--- src/rtl/hs_stream_arbiter.sv ---
// ============================================================================
// Module   : hs_stream_arbiter
// Purpose  : NUM_CH-channel valid/last/ready packet arbiter, round-robin on
//            packet boundaries, registered output tagged with source channel.
//            Optional stall timeout with forced release: HS_ARB_TIMEOUT_EN.
// Revision : 1.0 - initial release
// ============================================================================
`default_nettype none

module hs_stream_arbiter #(
   parameter int NUM_CH  = 4,
   parameter int DATA_W  = 32,
   parameter int CH_W    = $clog2(NUM_CH),
   parameter int TIMEOUT = 1024
) (
   input  logic                     clk,
   input  logic                     MIB_MASTER_RESET,
   input  logic [NUM_CH*DATA_W-1:0] i_data,
   input  logic [NUM_CH-1:0]        i_last,
   input  logic [NUM_CH-1:0]        i_valid,
   output logic [NUM_CH-1:0]        o_ready,
   output logic [DATA_W-1:0]        o_data,
   output logic                     o_last,
   output logic                     o_valid,
   output logic [CH_W-1:0]          o_ch,
   input  logic                     i_ready,
   output logic                     o_abort
);

   typedef enum logic [0:0] {
      ST_IDLE   = 1'b0,
      ST_LOCKED = 1'b1
   } state_t;

   state_t            r_state, w_state_nxt;
   logic [CH_W-1:0]   r_ptr, w_ptr_nxt;
   logic [CH_W-1:0]   r_grant, w_grant_nxt;
   logic [CH_W-1:0]   w_grant_inc;
   logic [CH_W-1:0]   w_req_idx;
   logic              w_req_found;
   logic [CH_W:0]     w_sum;
   logic [DATA_W-1:0] w_sel_data;
   logic              w_out_free;
   logic              w_accept;
   logic              w_timeout;

   logic              r_valid;
   logic [DATA_W-1:0] r_data;
   logic              r_last;
   logic [CH_W-1:0]   r_ch;

   if (NUM_CH < 2 || TIMEOUT < 1) begin : g_param_check
      $error("hs_stream_arbiter: NUM_CH must be >= 2 and TIMEOUT >= 1");
   end

   // Scan from the highest offset down so the channel nearest ptr wins.
   always_comb begin
      w_req_found = 1'b0;
      w_req_idx   = '0;
      w_sum       = '0;
      for (int i = NUM_CH - 1; i >= 0; i--) begin
         w_sum = {1'b0, r_ptr} + (CH_W+1)'(i);
         if (w_sum >= (CH_W+1)'(NUM_CH)) begin
            w_sum = w_sum - (CH_W+1)'(NUM_CH);
         end
         if (i_valid[w_sum[CH_W-1:0]]) begin
            w_req_found = 1'b1;
            w_req_idx   = w_sum[CH_W-1:0];
         end
      end
   end

   always_comb begin
      w_sel_data = '0;
      for (int k = 0; k < NUM_CH; k++) begin
         if (CH_W'(k) == r_grant) begin
            w_sel_data = i_data[k*DATA_W +: DATA_W];
         end
      end
   end

   assign w_grant_inc = (r_grant == CH_W'(NUM_CH - 1)) ? '0 : r_grant + CH_W'(1);
   assign w_out_free  = !r_valid || i_ready;
   assign w_accept    = (r_state == ST_LOCKED) && i_valid[r_grant] && w_out_free;

`ifdef HS_ARB_TIMEOUT_EN
   localparam int TMO_W = $clog2(TIMEOUT + 1);

   logic [TMO_W-1:0] r_tmo_cnt;
   logic             r_abort;

   // Fires on the TIMEOUT-th consecutive stall cycle of the granted channel.
   assign w_timeout = (r_state == ST_LOCKED) && !i_valid[r_grant] &&
                      (r_tmo_cnt == TMO_W'(TIMEOUT - 1));

   always_ff @(posedge clk or posedge MIB_MASTER_RESET) begin
      if (MIB_MASTER_RESET) begin
         r_tmo_cnt <= '0;
         r_abort   <= 1'b0;
      end else begin
         r_abort <= w_timeout;
         if (r_state != ST_LOCKED || w_accept || w_timeout) begin
            r_tmo_cnt <= '0;
         end else if (!i_valid[r_grant]) begin
            r_tmo_cnt <= r_tmo_cnt + TMO_W'(1);
         end
      end
   end

   assign o_abort = r_abort;
`else
   assign w_timeout = 1'b0;
   assign o_abort   = 1'b0;
`endif

   always_ff @(posedge clk or posedge MIB_MASTER_RESET) begin
      if (MIB_MASTER_RESET) begin
         r_state <= ST_IDLE;
         r_ptr   <= '0;
         r_grant <= '0;
      end else begin
         r_state <= w_state_nxt;
         r_ptr   <= w_ptr_nxt;
         r_grant <= w_grant_nxt;
      end
   end

   always_comb begin
      w_state_nxt = r_state;
      w_ptr_nxt   = r_ptr;
      w_grant_nxt = r_grant;
      case (r_state)
         ST_IDLE: begin
            if (w_req_found) begin
               w_grant_nxt = w_req_idx;
               w_state_nxt = ST_LOCKED;
            end
         end
         ST_LOCKED: begin
            if ((w_accept && i_last[r_grant]) || w_timeout) begin
               w_state_nxt = ST_IDLE;
               w_ptr_nxt   = w_grant_inc;
            end
         end
         default: w_state_nxt = ST_IDLE;
      endcase
   end

   always_comb begin
      o_ready = '0;
      if (r_state == ST_LOCKED && w_out_free) begin
         o_ready[r_grant] = 1'b1;
      end
   end

   always_ff @(posedge clk or posedge MIB_MASTER_RESET) begin
      if (MIB_MASTER_RESET) begin
         r_valid <= 1'b0;
         r_data  <= '0;
         r_last  <= 1'b0;
         r_ch    <= '0;
      end else if (w_accept) begin
         r_valid <= 1'b1;
         r_data  <= w_sel_data;
         r_last  <= i_last[r_grant];
         r_ch    <= r_grant;
      end else if (i_ready) begin
         r_valid <= 1'b0;
      end
   end

   assign o_valid = r_valid;
   assign o_data  = r_data;
   assign o_last  = r_last;
   assign o_ch    = r_ch;

endmodule

`default_nettype wire

--- config.mk ---
export PLATFORM = sky130hd
export DESIGN_NAME = hs_stream_arbiter
export DESIGN_NICKNAME = d
export VERILOG_FILES = /design/src/rtl/hs_stream_arbiter.sv
export SDC_FILE = /design/constraint.sdc
export NUM_CORES = 1
export LEC_CHECK = 0
export ABC_AREA = 1
export BUFFER_PORTS_ARGS = -buffer_cell sky130_fd_sc_hd__clkbuf_2
export CAP_MARGIN = 20
export CORE_AREA = 2 2 85 87
export CTS_BUF_LIST = sky130_fd_sc_hd__clkbuf_2 sky130_fd_sc_hd__clkbuf_4 sky130_fd_sc_hd__clkbuf_8
export DETAILED_ROUTE_END_ITERATION = 12
export DIE_AREA = 0 0 87 89
export GPL_TIMING_DRIVEN = 0
export HOLD_SLACK_MARGIN = 0.06
export PLACE_DENSITY = 0.8
export SYNTH_ARGS = -nofsm -noshare
export SYNTH_HDL_FRONTEND = slang
export SYNTH_SLANG_ARGS = --single-unit
--- constraint.sdc ---
create_clock -name clk -period 2.4 [get_ports clk]
set_input_delay 0.6 -clock clk [delete_from_list [all_inputs] [get_ports clk]]
set_output_delay 0.6 -clock clk [all_outputs]
set_load 0.05 [all_outputs]
; After elaboration in Yosys (flattened, before gate mapping)
; Index checks and enable logic that the tools add are counted.
[op_classes]
n_addsub = 8
n_lt_le_gt_ge = 10
eq_ne = 4
n_mux = 37
n_bitwise = 1
n_reduce_logical = 11
[op_table]
columns = op, n
row1 = $mux 32, 4
row2 = $mux 2, 9
row3 = $lt 2x3->1 const B, 5
row4 = $mux 1, 15
row5 = $bmux 1 s2, 6
row6 = $ge 3x3->1 const B, 3
row7 = $sub 2x1->2 const B, 4
row8 = $add 2x2->3 const B, 2
row9 = $logic_and 1x1->1, 5
row10 = $eq 2x2->1 const A, 2
row11 = $mux 4, 1
row12 = $reduce_and 2->1, 2
row13 = $add 2x1->3 const B, 1
row14 = $ge 2x3->1 const B, 1
row15 = $add 2x1->2 const B, 1
row16 = $demux 1 s2, 1
row17 = $eq 1x2->1 const A, 1
row18 = $eq 2x2->1 const B, 1
row19 = $ge 2x1->1 const B, 1
row20 = $logic_not 2->1, 1
row21 = $pmux 1 s2, 1
row22 = $reduce_bool 2->1, 1
row23 = $logic_not 1->1, 1
row24 = $logic_or 1x1->1, 1
row25 = $not 1->1, 1
[word_totals]
register_bits = 41
input_bits = 139
output_inout_bits = 41

; Logic depth before layout (Yosys ltp)
[logic_depth]
word_depth = 11
ltp_mapped = 12
depth_no_buf = 10

; Worst setup path before layout
; No wires, ideal clock.
[synth_timing]
path_kind = flip-flop to output port
start = reg r_grant[0]
end = out o_ready[2]
arrival_ns = 1.942
required_ns = 1.800
path_slack_ns = -0.142
path_stages_with_launch = 9
path_buffers = 4
path_cell_list = dfrtp_1 > buf_6 > inv_1 > ha_1 > buf_4 > inv_2 > buf_6 > buf_2 > nor2_1
[synth_between]
elab_chain_len = 5
[synth_lines]
columns = element, line
row1 = start: declaration, 37  ; logic [CH_W-1:0] r_grant, w_grant_nxt;
row2 = start signal: assignment, 124  ; r_grant <= w_grant_nxt;
row3 = $lt 2x3->1 (not written as such) or $ge 2x1->1 (tied branches), 152  ; o_ready[r_grant] = 1'b1;
row4 = $logic_and 1x1->1 (not written as such), 152
row5 = $mux 1 (not written as such), 152
row6 = $demux 1 s2 *, 152
row7 = $mux 4 *, 151  ; if (r_state == ST_LOCKED && w_out_free) begin
row8 = end: declaration, 21  ; output logic [NUM_CH-1:0] o_ready,
; Every way passes the cells marked *; elsewhere a longest branch is shown, timed or not.

; Final worst setup path
; Ends and elaborated chain as after synthesis.

==> results.rst <==
.. list-table::
   :header-rows: 1

   * - Metric
     - Value
   * - Worst Setup Slack post-DPL
     - -0.0777 ns
   * - Minimum setup slack among reg-to-reg paths
     - around 0.45 ns
   * - X dimension of the die
     - 87 um
   * - Crit path capture type
     - output port
   * - Gate count after technology mapping
     - 430
   * - Residual DRC count
     - 0
   * - Crit path launch type
     - flop
   * - Top-Level Pins
     - 180
   * - Vias after detailed routing
     - 3645
   * - Antenna diode instance count
     - 0
   * - Area inside the core boundary
     - roughly 6700 um^2
   * - Fraction of power spent switching nets
     - 0.559
   * - Vertical die dimension
     - 89 um
   * - Synth Cell Area
     - 3020 um^2
   * - Total clock buffers created by CTS
     - 5
   * - Commonest non-fill, non-tap cells in the layout
     - clkbuf_2, nand2_1, nand3_1
   * - Reg2Reg Depth
     - 10
   * - Number of rows created at floorplan
     - 30
   * - Max frequency
     - between 400 and 500 MHz
   * - Global Route Usage Sum
     - 0.254
   * - Min Clock Period, post-route
     - 2.34 ns
   * - HPWL reported at the end of detailed placement
     - 8.02 mm
   * - CTS Root Cell
     - clkbuf_8
   * - Slowest cell delay on critical path
     - ~0.41 ns
   * - Wire length of the first global-routing pass
     - 15.5 mm
   * - TritonCTS sink count
     - 41
   * - Area growth from synthesis to final layout
     - 40.2%
   * - Final Net Count
     - 761
   * - Initial DRC Count
     - around 130
   * - Synthesized area per cell
     - 7.03 um^2
   * - Count of hold-fix buffers inserted at cts
     - 0
   * - Setup CP Type
     - reg2out
   * - # fillers
     - 633
   * - WL final
     - roughly 10 mm
   * - Post-layout util
     - 0.631
   * - Number of H-tree levels
     - 2
   * - Leak Pwr
     - 2.32 nW
   * - Share of power burned in the clock network
     - 0.087
   * - Headroom to the max-slew limit
     - 0.411
   * - Sequential Power Share
     - 0.185
   * - Pwr Density
     - 1610 nW/um^2
   * - Worst Hold Class
     - in2async
   * - Least-Margin Pin Slew
     - 0.883 ns
   * - Max Cap Violations
     - 0
   * - Average via count per standard cell
     - between 5 and 6
   * - Commonest non-fill, non-tap cell in the layout
     - clkbuf_2
   * - Smallest hold slack
     - 0.466 ns
   * - Reported net switching power
     - 3.81 mW
   * - Effective utilization at floorplan
     - 0.450
   * - Clock network latency to the later pin of the worst-skew pair
     - a little under 0.3 ns
   * - Required time of the critical path
     - 1.80 ns
   * - Net count after synthesis
     - around 570
   * - Clock Skews
     - 0.00658 ns
   * - Reg-to-reg critical path startpoint
     - r_grant[0]
   * - Hold Fails Final Rpt
     - 0
   * - Register area share after synthesis
     - 0.339
   * - Max IR drop VDD
     - roughly 0.85 mV
   * - Critical path arrival
     - 1.74 ns
   * - Maximum count of clock buffers along a single path
     - 2
   * - Distinct cells, synth
     - 28
   * - Antenna violations before repair
     - 0
   * - Register bit total from synthesis
     - 41
   * - RD Place Congestion
     - 0.949
   * - Main flop type after synthesis
     - dfrtp_1
   * - Final period utilization
     - 0.977
   * - Vias in the first global route
     - 3354
   * - Final routed wire length divided by cell count
     - 14.7 um
   * - Layout cells sized above 1
     - 0.422
   * - Logic pwr share
     - 0.729
   * - Cell-by-cell trace of the critical path
     - buf_6 -> clkinvlp_4 -> ha_2 -> buf_8 -> inv_4 -> buf_12 -> nor2_4 -> buf_8
   * - Pin count of the biggest net entering global routing
     - 42
   * - Post-synthesis async set-or-reset flop share
     - 1.00
   * - Setup slack after layout
     - 0.0558 ns
   * - Setup Viol. Count Final
     - 0
   * - Most common cell type on the critical path
     - buf_8
   * - Total die area
     - 7740 um^2
   * - Ys Warns
     - 0
   * - Highest net fanout along the worst path
     - 19
   * - Internal Dissipation
     - between 3 and 4 mW
   * - Count of flip-flops with a built-in enable after synthesis
     - 0
   * - Number of iterations in the first detailed-routing pass
     - 5
   * - Input/output buffers
     - 178
   * - Antenna viol nets, final
     - 0
   * - Worst-path clk slew
     - 0.08 ns
   * - Run status
     - finished clean
   * - Final-report max-slew violation count
     - 0
   * - Worst flop-to-flop path endpoint
     - o_data[12]
   * - GR Overflow Total
     - 0
   * - Critical-path top delay cell
     - dfrtp_1
   * - Clock tree from TritonCTS
     - yes
synth_stat cells (4+ instances only):
master / number / area (um^2)
dfrtp_1: 41 / 1030
a21oi_2: 12 / 105
inv_2: 6 / 22.5
a21oi_1: 28 / 140
buf_2: 16 / 80.1
nand3_1: 55 / 275
o211ai_1: 6 / 45.0
o21ai_0: 29 / 145
buf_4: 7 / 52.6
nand2_2: 4 / 25.0
inv_1: 12 / 45.0
nor2_1: 15 / 56.3
ha_1: 4 / 50.1
o21ai_1: 30 / 150
buf_6: 7 / 78.8
nand2_1: 135 / 507
a31oi_1: 5 / 31.3
metrics by stage:
step / TNS (ns) / total power [mW] / instances / cell area, um^2
floorplan: 0 / 4.94 / 430 / 3030
global placement: -0.0488 / 5.95 / 688 / 4020
detailed placement: -0.0777 / 6.07 / 688 / 4020
CTS: 0 / 6.78 / 697 / 4210
global route: -0.00377 / 7.36 / 699 / 4240
finish: 0 / 6.83 / 699 / 4240
layer usage:
| layer | share of wire | vias to the layer above | global-route usage | routed length, um |
|---|---|---|---|---|
| met4 | 0.014 | 0 | 0.0540 | 144 |
| li1 | - | 1809 | - | - |
| met2 | 0.51 | 159 | 0.460 | 5200 |
| met1 | 0.40 | 1662 | 0.314 | 4110 |
| met3 | 0.079 | 15 | 0.0517 | 815 |
| met5 | 0 | - | 0 | 0 |
state kept, by name, summed over array words and instances, names as in the netlist:
name     count
r_ptr        2
r_grant      2
o_valid      1
o_last       1
o_data      32
o_ch         2
r_state      1
worst max path at each step:
stage | from | endpoint | slack, ns | cells past startpoint
after CTS | r_grant[0] | o_ready[2] | 0.007 | 8
final | r_grant[0] | o_ready[2] | 0.06 | 8
after floorplan | r_grant[0] | o_ready[2] | 0.08 | 8
after global placement | r_grant[0] | o_ready[2] | -0.05 | 9
after detailed placement | r_grant[0] | o_ready[2] | -0.08 | 9
after global routing | r_grant[0] | o_ready[2] | -0.004 | 8
layout make-up:
type,count,area (um^2),share of cell area
flip-flops and latches,41,1030,0.242
inverters,18,76.3,0.0180
well taps,80,100,0.0236
plain buffers,30,248,0.0584
multi-input cells,337,1700,0.402
repair buffers,185,965,0.228
clock buffers,7,90.1,0.0213
clock inverters,1,30.0,0.00708
worst max-delay path: cells and delay by family (launching register included):
family                   cells  cell delay [ns]
flip-flops                   1             0.41
adder cells (fa/ha/maj)      1             0.20
AND/OR/NAND/NOR              1             0.11
buffers and inverters        6             0.72
cell families after synthesis:
| kind of cell | Yosys count | share of synthesized area |
|---|---|---|
| and+or+nand+nor | 214 | 0.302 |
| AOI/OAI and AO/OA | 118 | 0.238 |
| buffers and inverters | 52 | 0.103 |
| DFF | 41 | 0.339 |
| adders and majority gates | 4 | 0.0166 |
| other | 1 | 0.00124 |
power groups by stage:
stage	registers (mW)	clock network [mW]	logic [mW]
2_1_floorplan	2.24	0	2.69
3_3_place_gp	1.25	0	4.70
3_5_place_dp	1.27	0	4.80
4_1_cts	1.26	0.602	4.92
5_1_grt	1.30	0.634	5.43
6_report	1.26	0.592	4.97
timing repair:
item                       4_1_cts  5_1_grt
setup endpoints to repair        4        4
buffers inserted                 5        2
gates cloned                     0        0
pin swaps                        0        0
gates resized for setup         14        7
Note: power is estimated with default switching activity, not from simulation.
